$ cat config.mk
export PLATFORM = sky130hd
export DESIGN_NAME = seq_detector
export DESIGN_NICKNAME = d
export VERILOG_FILES = /design/src/rtl/seq_det_pkg.sv /design/src/rtl/seq_det_sat_cnt.sv /design/src/rtl/seq_detector.sv
export SDC_FILE = /design/constraint.sdc
export NUM_CORES = 1
export LEC_CHECK = 0
export BUFFER_PORTS_ARGS = -buffer_cell sky130_fd_sc_hd__buf_4
export CAP_MARGIN = 15
export CORE_ASPECT_RATIO = 0.9
export CORE_MARGIN = 2
export CORE_UTILIZATION = 31
export CTS_BUF_LIST = sky130_fd_sc_hd__clkbuf_8
export CTS_CLUSTER_SIZE = 25
export DETAILED_ROUTE_END_ITERATION = 10
export HOLD_SLACK_MARGIN = 0.06
export PLACE_DENSITY = 0.57
export SYNTH_ARGS = -nofsm -noshare
export SYNTH_HDL_FRONTEND = slang
export SYNTH_SLANG_ARGS = --single-unit
$ cat constraint.sdc
create_clock -name clk -period 2.2 [get_ports clk]
set_input_delay 0.44 -clock clk [delete_from_list [all_inputs] [get_ports clk]]
set_output_delay 0.44 -clock clk [all_outputs]
set_load 0.005 [all_outputs]
$ cat src/rtl/seq_det_pkg.sv
// Shared types and default parameters for the serial pattern detector.
package seq_det_pkg;

  typedef enum logic [1:0] {
    S_EMPTY = 2'd0,
    S_FILL  = 2'd1,
    S_ARMED = 2'd2
  } seq_det_state_t;

  localparam int unsigned DEF_PAT_LEN = 4;
  localparam logic [3:0]  DEF_PATTERN = 4'b1011;
  localparam int unsigned DEF_CNT_W   = 8;

endpackage

$ cat src/rtl/seq_det_sat_cnt.sv
// Saturating up-counter; sat is high while cnt sits at its maximum value.
module seq_det_sat_cnt #(
  parameter int unsigned W = 8
) (
  input  logic         clk,
  input  logic         rst,
  input  logic         clr,
  input  logic         inc,
  output logic [W-1:0] cnt,
  output logic         sat
);

  assign sat = &cnt;

  always_ff @(posedge clk) begin
    if (rst || clr) begin
      cnt <= '0;
    end else if (inc && !sat) begin
      cnt <= cnt + 1'b1;
    end
  end

endmodule

$ cat src/rtl/seq_detector.sv
// Serial pattern detector with overlap; optional match counter under SEQ_DETECTOR_COUNT_EN.
// Handshake: bit_in is taken on a rising edge where bit_valid is high; no back-pressure.
module seq_detector
  import seq_det_pkg::*;
#(
  parameter int unsigned          PAT_LEN = DEF_PAT_LEN,
  parameter logic [PAT_LEN-1:0]   PATTERN = DEF_PATTERN,
  parameter int unsigned          CNT_W   = DEF_CNT_W
) (
  input  logic             clk,
  input  logic             rst,
  input  logic             bit_in,
  input  logic             bit_valid,
  input  logic             clear,
  output logic             det
`ifdef SEQ_DETECTOR_COUNT_EN
  ,
  output logic [CNT_W-1:0] match_cnt,
  output logic             cnt_sat
`endif
);

  localparam int unsigned    FW   = $clog2(PAT_LEN + 1);
  localparam logic [FW-1:0]  FULL = FW'(PAT_LEN);
  localparam logic [FW-1:0]  ARM  = FW'(PAT_LEN - 1);

  if (PAT_LEN < 2 || PAT_LEN > 16) begin : g_bad_pat_len
    $error("seq_detector: PAT_LEN out of range");
  end
  if (CNT_W < 2 || CNT_W > 16) begin : g_bad_cnt_w
    $error("seq_detector: CNT_W out of range");
  end

  seq_det_state_t     state_q, state_d;
  logic [PAT_LEN-1:0] hist_q, hist_d;
  logic [FW-1:0]      fill_q, fill_d;
  logic               accept;
  logic               match;

  // clear outranks bit_valid: a bit arriving with clear is dropped.
  assign accept = bit_valid && !clear;

  always_ff @(posedge clk) begin
    if (rst) begin
      state_q <= S_EMPTY;
      hist_q  <= '0;
      fill_q  <= '0;
      det     <= 1'b0;
    end else begin
      state_q <= state_d;
      hist_q  <= hist_d;
      fill_q  <= fill_d;
      det     <= match;
    end
  end

  always_comb begin
    state_d = state_q;
    hist_d  = hist_q;
    fill_d  = fill_q;
    if (clear) begin
      state_d = S_EMPTY;
      hist_d  = '0;
      fill_d  = '0;
    end else if (accept) begin
      hist_d = {hist_q[PAT_LEN-2:0], bit_in};
      if (fill_q != FULL) begin
        fill_d = fill_q + 1'b1;
      end
      case (state_q)
        S_EMPTY: state_d = (ARM <= FW'(1)) ? S_ARMED : S_FILL;
        S_FILL:  if (fill_q + 1'b1 == ARM) state_d = S_ARMED;
        S_ARMED: state_d = S_ARMED;
        default: state_d = S_EMPTY;
      endcase
    end
  end

  // In S_ARMED the history already holds PAT_LEN-1 real bits, so the
  // incoming bit completes a full window.
  always_comb begin
    match = 1'b0;
    if (state_q == S_ARMED && accept &&
        {hist_q[PAT_LEN-2:0], bit_in} == PATTERN) begin
      match = 1'b1;
    end
  end

`ifdef SEQ_DETECTOR_COUNT_EN
  seq_det_sat_cnt #(
    .W(CNT_W)
  ) u_cnt (
    .clk (clk),
    .rst (rst),
    .clr (clear),
    .inc (match),
    .cnt (match_cnt),
    .sat (cnt_sat)
  );
`endif

endmodule

=== After elaboration in Yosys (flattened, before gate mapping) ===
Index checks and enable logic that the tools add are counted.

* Add/sub/neg operators: 1
* Equality and inequality tests: 6
* Mux-type cells: 3
* Reductions and logical operators: 8

{| class="wikitable"
|+ Operators by type and width
! operator !! count
|-
| $pmux W2 S3 || 1
|-
| $eq A4 B4 Y1 const B || 1
|-
| $reduce_and A2 Y1 || 2
|-
| $add A3 B1 Y3 const B || 1
|-
| $eq A3 B2 Y1 const B || 1
|-
| $logic_and A1 B1 Y1 || 3
|-
| $ne A3 B3 Y1 const B || 1
|-
| $eq A2 B1 Y1 const B || 1
|-
| $eq A2 B2 Y1 const B || 1
|-
| $logic_not A2 Y1 || 1
|-
| $mux W2 || 1
|-
| $ne A2 B2 Y1 const B || 1
|-
| $reduce_or A2 Y1 || 1
|-
| $logic_not A1 Y1 || 1
|-
| $mux W1 || 1
|}

* Register bits after elaboration: 9
* Input bits: 5
* Output and inout bits: 1
* Logic and storage cells: 22

=== Depth between registers and ports, before layout ===
Gate-level depths: netlist of run 1.

* Depth in word-level cells: 5
* Mapped depth: 5
* Mapped depth without buffers: 5

=== Worst setup path before layout of run 1 ===
No wires, ideal clock.

* Path type: input port to flip-flop
* Start: in bit_valid
* End: reg state_q[0]
* Library setup time: 72 ps
* Arrival time: 1,093 ps
* Data required time: 2,128 ps
* Slack: 1,035 ps
* Cell stages on the path: 4
* Buffers on the path: 1
* Cell sequence: buf_6 inv_2 o32ai_2 mux2i_1

* Cells in the longest elaborated chain, start to end: 2

{| class="wikitable"
|+ RTL lines
! item !! RTL line !! text
|-
| from (decl) || seq_detector.sv:13 || <nowiki>input logic bit_valid,</nowiki>
|-
| $logic_and A1 B1 Y1 || seq_detector.sv:41 || <nowiki>assign accept = bit_valid && !clear;</nowiki>
|-
| $reduce_and A2 Y1 (no source line) || - ||
|-
| to (signal assigned) || seq_detector.sv:50 || <nowiki>state_q <= state_d;</nowiki>
|-
| to (decl) || seq_detector.sv:34 || <nowiki>seq_det_state_t state_q, state_d;</nowiki>
|}

Every way passes these cells.
A chain may end at the register's enable or synchronous reset.

=== Worst setup path after layout of run 1 ===
* Start: reg fill_q[0]
* End: reg fill_q[1]

* Cells in the longest elaborated chain, start to end: 2
* Elaborated cells between the ends (all ways): 3
* Classes of those cells: add/sub (1); eq/ne (1); reduce/logical (1)

{| class="wikitable"
|+ RTL lines
! item !! RTL line !! text
|-
| from (decl) || seq_detector.sv:36 || <nowiki>logic [FW-1:0] fill_q, fill_d;</nowiki>
|-
| from (signal assigned) || seq_detector.sv:52 || <nowiki>fill_q <= fill_d;</nowiki>
|-
| branches (longest 2 deep; another with $add A3 B1 Y3) || - ||
|}

Several ways; the timed one is not identified.

==> results of run 1 <==
## cell families (layout without fill, tap and decap cells)
logic type	after synthesis	in the layout	share of synthesized area, %
simple gates	17	17	17.4
xor+xnor	2	2	3.63
compound gates	3	3	6.74
fa+ha+maj	6	6	15.5
buf+inv	7	14	6.99
mux	6	6	12.4
flops	9	9	37.3
## worst paths after layout
kind / to / slack, ns
worst min-delay path: det$_SDFF_PP0_ / 0.44
worst max register to register: fill_q[1]$_SDFFE_PP0P_ / 0.98
worst max-delay path: fill_q[1]$_SDFFE_PP0P_ / 0.98
worst min register to register: det$_SDFF_PP0_ / 0.44
## layout make-up
class | instances | share of cell area [%]
multi-input cells | 34 | 47.1
repair buffers | 5 | 6.58
inverters | 5 | 3.29
clock buffers | 3 | 7.24
flip-flops and latches | 9 | 31.6
clock inverters | 1 | 0.877
well taps | 15 | 3.29
## stage by stage
stage               worst slack (ns)  util [%]
floorplan                       1.04         -
global placement               0.959      36.2
detailed placement             0.945      36.2
CTS                            0.981      39.4
global route                   0.847      39.4
finish                         0.983      39.4
## routing by layer
layer	vias to the layer above	GRT usage [%]	share of wire, %
li1	179	-	-
met3	4	6.52	8.5
met4	0	7.06	3.0
met5	-	0	0
met1	144	12.5	46
met2	10	14.1	43
## power groups by stage
stage | combinational [W] | clock [W] | sequential [W]
6_report | 0.0000306 | 0.000195 | 0.000169
5_1_grt | 0.0000348 | 0.000214 | 0.000169
4_1_cts | 0.0000312 | 0.000205 | 0.000169
3_5_place_dp | 0.0000306 | 0 | 0.000172
3_3_place_gp | 0.0000307 | 0 | 0.000172
2_1_floorplan | 0.0000231 | 0 | 0.000171
## placed cells by master, fill, tap and decap left out
| master | instances |
|---|---|
| sky130_fd_sc_hd__nand2_1 | 5 |
| sky130_fd_sc_hd__buf_4 | 5 |
| sky130_fd_sc_hd__ha_1 | 6 |
| sky130_fd_sc_hd__clkbuf_8 | 3 |
| sky130_fd_sc_hd__nand3b_1 | 1 |
| sky130_fd_sc_hd__inv_1 | 4 |
| sky130_fd_sc_hd__a21boi_2 | 1 |
| sky130_fd_sc_hd__mux2i_1 | 6 |
| sky130_fd_sc_hd__xnor2_1 | 1 |
| sky130_fd_sc_hd__inv_2 | 1 |
| sky130_fd_sc_hd__clkinv_2 | 1 |
| sky130_fd_sc_hd__or2_1 | 1 |
| sky130_fd_sc_hd__o32ai_2 | 1 |
| sky130_fd_sc_hd__dfxtp_1 | 9 |
| sky130_fd_sc_hd__a21oi_1 | 1 |
| sky130_fd_sc_hd__nor3_1 | 2 |
| sky130_fd_sc_hd__nor2_1 | 6 |
| sky130_fd_sc_hd__xor2_1 | 1 |
| sky130_fd_sc_hd__and4b_1 | 1 |
| sky130_fd_sc_hd__nand4b_1 | 1 |
## synth_stat cells
| cell type | instances | area [µm²] |
|---|---|---|
| sky130_fd_sc_hd__a21oi_1 | 1 | 5.00 |
| sky130_fd_sc_hd__inv_2 | 1 | 3.75 |
| sky130_fd_sc_hd__a21boi_2 | 1 | 11.3 |
| sky130_fd_sc_hd__xor2_1 | 1 | 8.76 |
| sky130_fd_sc_hd__nor2_1 | 6 | 22.5 |
| sky130_fd_sc_hd__or2_1 | 1 | 6.26 |
| sky130_fd_sc_hd__ha_1 | 6 | 75.1 |
| sky130_fd_sc_hd__o32ai_2 | 1 | 16.3 |
| sky130_fd_sc_hd__mux2i_1 | 6 | 60.1 |
| sky130_fd_sc_hd__dfxtp_1 | 9 | 180 |
| sky130_fd_sc_hd__inv_1 | 4 | 15.0 |
| sky130_fd_sc_hd__buf_6 | 1 | 11.3 |
| sky130_fd_sc_hd__xnor2_1 | 1 | 8.76 |
| sky130_fd_sc_hd__nand2_1 | 5 | 18.8 |
| sky130_fd_sc_hd__clkbuf_1 | 1 | 3.75 |
| sky130_fd_sc_hd__and4b_1 | 1 | 10.0 |
| sky130_fd_sc_hd__nand4b_1 | 1 | 8.76 |
| sky130_fd_sc_hd__nor3_1 | 2 | 10.0 |
| sky130_fd_sc_hd__nand3b_1 | 1 | 7.51 |
## flip-flops by register name (all words and copies together) (netlist names)
register	cells
det	1
fill_q	3
hist_q	3
state_q	2
## worst max-delay path, cell delays in order (launching register included)
cell                       delay, ns
sky130_fd_sc_hd__dfxtp_1        0.36
sky130_fd_sc_hd__inv_1          0.08
sky130_fd_sc_hd__ha_1           0.22
sky130_fd_sc_hd__a21boi_2       0.20
sky130_fd_sc_hd__mux2i_1        0.20
sky130_fd_sc_hd__nor2_1         0.05
==> flow_summary.yaml, run 1 <==
clock_tree:
  clock_insertion_delay_worst_skew_ns: 0.24
  worst_setup_hold_path_clk_slew_ns: 0.05
  cts-resized-gates: 0
  tritoncts.num_buffers: 3
  tritoncts: "done"
  cts-root-buf: "sky130_fd_sc_hd__clkbuf_8"
  clock_tree.htree_level_count: 1
  clock_path_buffers: 2
  postCtsSetupBuffers: 0
  cts-hold-fix-buffers: 0
  clock_sinks: 9
floorplan:
  initial_utilization_pct: 33.4
  i_o_pin_count: 6
  design.die.area_um2: 1890
  fp.coreArea_um2: 1450
  chip_height_um: 41.4
  die_x_um: 45.6
  rows: 13
synthesis:
  synthesis.nets: 61
  ys_types: 19
  synth_warnings: 0
  synth-seq-area-share_pct: 37.3
  syn-mean-instance-area_um2: 9.66
  yosys_register_bits: 9
  post_synth_inst_count: 50
  synth_area_um2: 483
timing:
  max_freq_ghz: 0.822
  worstMarginPinSlew_ns: 0.322
  skew_ns: 0.00238
  whs_ns: 0.440
  final.min_clock_period_ns: 1.22
  timing.final.crit_share_pct: 55.3
  slew_headroom_pct: 78.5
  drv_slew: 0
  setup_tns_ns: 0
  setup_viols_final: 0
  report.final.hold_viol_count: 0
  rsz0062_at_grt: "no"
placed_design:
  placement.cell_area_um2: 524
  place_inst: 68
  io_buffers: 5
  hpwl_um: 562
  gp_congestion: 0.672
setup_path:
  cp_data_arrival_time_ns: 1.34
  criticalPathCategory: "register to register"
  timing.critical_path.fanout_max: 3
  crit_path_start: "fill_q[0]$_SDFFE_PP0P_"
  timing.critical_path.from_type: "register"
  setup.worst_path.end_class: "register"
  crit-reg2reg-launch: "fill_q[0]$_SDFFE_PP0P_"
  required_ns: 2.32
  worstRegToRegCells: 5
power_and_ir_drop:
  report.power.total_w: 0.000394
  power.ir.vdd_worst_mv: 0.478
  cellLeakagePower_nw: 0.247
  p_int_w: 0.000306
  power.switching_w: 0.0000886
  power_frac_comb_pct: 7.8
  power.share.clock_pct: 49.5
  seqPwrFrac_pct: 42.8
  swShare_pct: 22.5
  power_density_nw_per_um2: 691
routing:
  drt.antenna.violating_nets: 0
  initialDrtViolationCount: 2
  routed-via-count: 337
  drc: 0
  routed_wirelength_um: 755
  avgViaCountPerCell: 4.68
  drtPass1Iterations: 2
  avgRoutedWirePerCell_um: 10.5
run:
  cap_violations: 0
finish:
  final_net_count: 69
  layout.filler_cells: 153
  ff_latch_area_um2: 180
  finish.cell_count_without_fillers: 72
  multi_input_area_um2: 269
  finish.instance_area_um2: 571
  share_of_post_route_cells_with_drive_strength_above_1_pct: 21.1
  relative_area_change_from_synthesis_to_final_layout_pct: 18.1
  antenna-diode-count: 0
grt:
  grt_first_pass_wirelength_mm: 1.38
  via_count_of_the_first_global_routing_pass: 334
  global_route.overflow_total: 0
  largest_net_degree_at_the_start_of_global_routing: 10
  grt_usage_pct: 10.7
  grt_antenna_before_repair: 0
hold_path:
  hold_path_startpoint: "hist_q[2]$_SDFFE_PP0P_"
  hold_path_depth: 2
  hold_path_class: "register to register"
status:
  outcome: "finished clean"
(Power assumes the default switching activity.)
==> inputs of run 2 (changes only) <==
==> constraint.sdc (replaced) <==
create_clock -name clk -period 1.25 [get_ports clk]
set_input_delay 0.25 -clock clk [delete_from_list [all_inputs] [get_ports clk]]
set_output_delay 0.25 -clock clk [all_outputs]
set_load 0.005 [all_outputs]
==> flow_summary.yaml, run 2 (synthesis results as in run 1) <==
setup_path:
  timing.critical_path.fanout_max: 3
  worstRegToRegCells: 4
  number_of_buffer_and_inverter_instances_along_the_worst_setup_path: 0
  setup.worst_path.end_class: "register"
  crit_slowest_cell: "sky130_fd_sc_hd__dfxtp_2"
  critical_path.top_delay_family: "flip-flops"
  crit_path_cell_trace: "ha_1 -> xor2_2 -> o32ai_4 -> mux2i_1"
  required_ns: 1.41
  crit_cells: 4
  timing.critical_path.from_type: "register"
  cp_data_arrival_time_ns: 1.34
  timing.critical_path.slowest_cell_delay_ns: 0.33
  criticalPathCategory: "register to register"
routing:
  drtPass1Iterations: 2
  drc: 0
  initialDrtViolationCount: 4
  avgViaCountPerCell: 4.65
  avgRoutedWirePerCell_um: 10.8
  routed-via-count: 335
  drt.antenna.violating_nets: 0
  routed_wirelength_um: 778
timing:
  setup_viols_final: 0
  report.final.hold_viol_count: 0
  worstMarginPinSlew_ns: 0.261
  whs_ns: 0.270
  timing.final.crit_share_pct: 95.0
  max_freq_ghz: 0.842
  drv_slew: 0
  final.min_clock_period_ns: 1.19
  slew_headroom_pct: 82.6
  skew_ns: 0.000714
  setup_tns_ns: 0
finish:
  share_of_post_route_cells_with_drive_strength_above_1_pct: 29.8
  mostFrequentLayoutCells: "sky130_fd_sc_hd__nor2_1 (6), sky130_fd_sc_hd__mux2i_1 (6), sky130_fd_sc_hd__dfxtp_1 (6)"
  layout.filler_cells: 141
  biggestRegsByFlops: "fill_q (3), hist_q (3), state_q (2)"
  final_net_count: 69
  finish.instance_area_um2: 597
  antenna-diode-count: 0
  relative_area_change_from_synthesis_to_final_layout_pct: 23.6
  finish.cell_count_without_fillers: 72
  multi_input_area_um2: 293
  ff_latch_area_um2: 184
grt:
  grt_antenna_before_repair: 0
  global_route.overflow_total: 0
  grt_first_pass_wirelength_mm: 1.41
  via_count_of_the_first_global_routing_pass: 322
  largest_net_degree_at_the_start_of_global_routing: 10
  grt_usage_pct: 10.8
floorplan:
  chip_height_um: 41.4
  design.die.area_um2: 1890
  die_x_um: 45.6
  initial_utilization_pct: 33.4
  fp.coreArea_um2: 1450
  rows: 13
  i_o_pin_count: 6
power_and_ir_drop:
  power_frac_comb_pct: 8.6
  power.share.clock_pct: 48.3
  cellLeakagePower_nw: 0.249
  power.switching_w: 0.000153
  seqPwrFrac_pct: 43.1
  power.ir.vdd_worst_mv: 0.794
  p_int_w: 0.000538
  power_density_nw_per_um2: 1160
  swShare_pct: 22.1
clock_tree:
  tritoncts: "done"
  clock_tree.htree_level_count: 1
  tritoncts.num_buffers: 3
  cts-root-buf: "sky130_fd_sc_hd__clkbuf_8"
  postCtsSetupBuffers: 0
  clock_path_buffers: 2
  clock_sinks: 9
  worst_setup_hold_path_clk_slew_ns: 0.05
  clock_insertion_delay_worst_skew_ns: 0.23
placed_design:
  io_buffers: 5
  place_inst: 68
  gp_congestion: 0.739
  placement.cell_area_um2: 524
  hpwl_um: 524
status:
  outcome: "finished clean"
hold_path:
  hold_path_class: "input port to register"
  hold_path_depth: 3
run:
  cap_violations: 0
run 2: changes by cell type in the layout (fill, tap and decap cells not counted), moves of 2 or more:
cell,previous run,this run
sky130_fd_sc_hd__dfxtp_2,0,3
sky130_fd_sc_hd__ha_1,6,4
sky130_fd_sc_hd__ha_2,0,2
sky130_fd_sc_hd__dfxtp_1,9,6
run 2: layout make-up:
cell class | instances | share of cell area [%]
repair buffers | 5 | 6.29
clock buffers | 3 | 6.92
flip-flops and latches | 9 | 30.8
well taps | 15 | 3.14
inverters | 5 | 3.14
multi-input cells | 34 | 49.1
clock inverters | 1 | 0.629
run 2: power by group through the flow:
stage | clock [W] | combinational [W] | sequential [W]
after floorplan | 0 | 0.0000406 | 0.000302
after global placement | 0 | 0.0000544 | 0.000302
after detailed placement | 0 | 0.0000541 | 0.000303
after CTS | 0.000341 | 0.0000555 | 0.000297
after global routing | 0.000372 | 0.0000666 | 0.000298
final | 0.000333 | 0.0000594 | 0.000298
run 2: through the flow:
| stage | utilization [%] | power (W) | setup WS, ns |
|---|---|---|---|
| final | 41.2 | 0.000690 | 0.0621 |
| after global routing | 41.2 | 0.000737 | -0.00744 |
| after CTS | 39.3 | 0.000694 | 0.00127 |
| after detailed placement | 36.2 | 0.000357 | 0.00247 |
| after global placement | 36.2 | 0.000357 | 0.0403 |
| after floorplan | - | 0.000342 | 0.110 |
run 2: worst reg2reg max path: cells and delay by family, from the launching register on:
family	cells	cell delay (ns)
DFF	1	0.33
adders and majority gates	1	0.24
muxes	1	0.21
xor gates and xnor gates	1	0.17
AOI/OAI and AO/OA	1	0.16
run 2: worst paths after layout:
| check | startpoint | endpoint | slack [ns] |
|---|---|---|---|
| max | fill_q[0]$_SDFFE_PP0P_ | state_q[1]$_SDFFE_PP0P_ | 0.06 |
| min reg2reg | hist_q[2]$_SDFFE_PP0P_ | det$_SDFF_PP0_ | 0.43 |
| max reg2reg | fill_q[0]$_SDFFE_PP0P_ | state_q[1]$_SDFFE_PP0P_ | 0.06 |
| min | bit_in | hist_q[0]$_SDFFE_PP0P_ | 0.27 |
run 2: per-layer routing:
| metal | track usage [%] | routed length [µm] | vias up |
|---|---|---|---|
| met5 | 0 | 0 | - |
| met3 | 6.52 | 50 | 2 |
| met1 | 13.3 | 375 | 150 |
| li1 | - | - | 175 |
| met4 | 7.06 | 14 | 0 |
| met2 | 13.5 | 338 | 8 |
run 2: repair_timing:
| item | 4_1_cts | 5_1_grt |
|---|---|---|
| gates resized for setup | 0 | 7 |
| hold buffers | 0 | 0 |
| endpoints found under the setup margin | 0 | 4 |
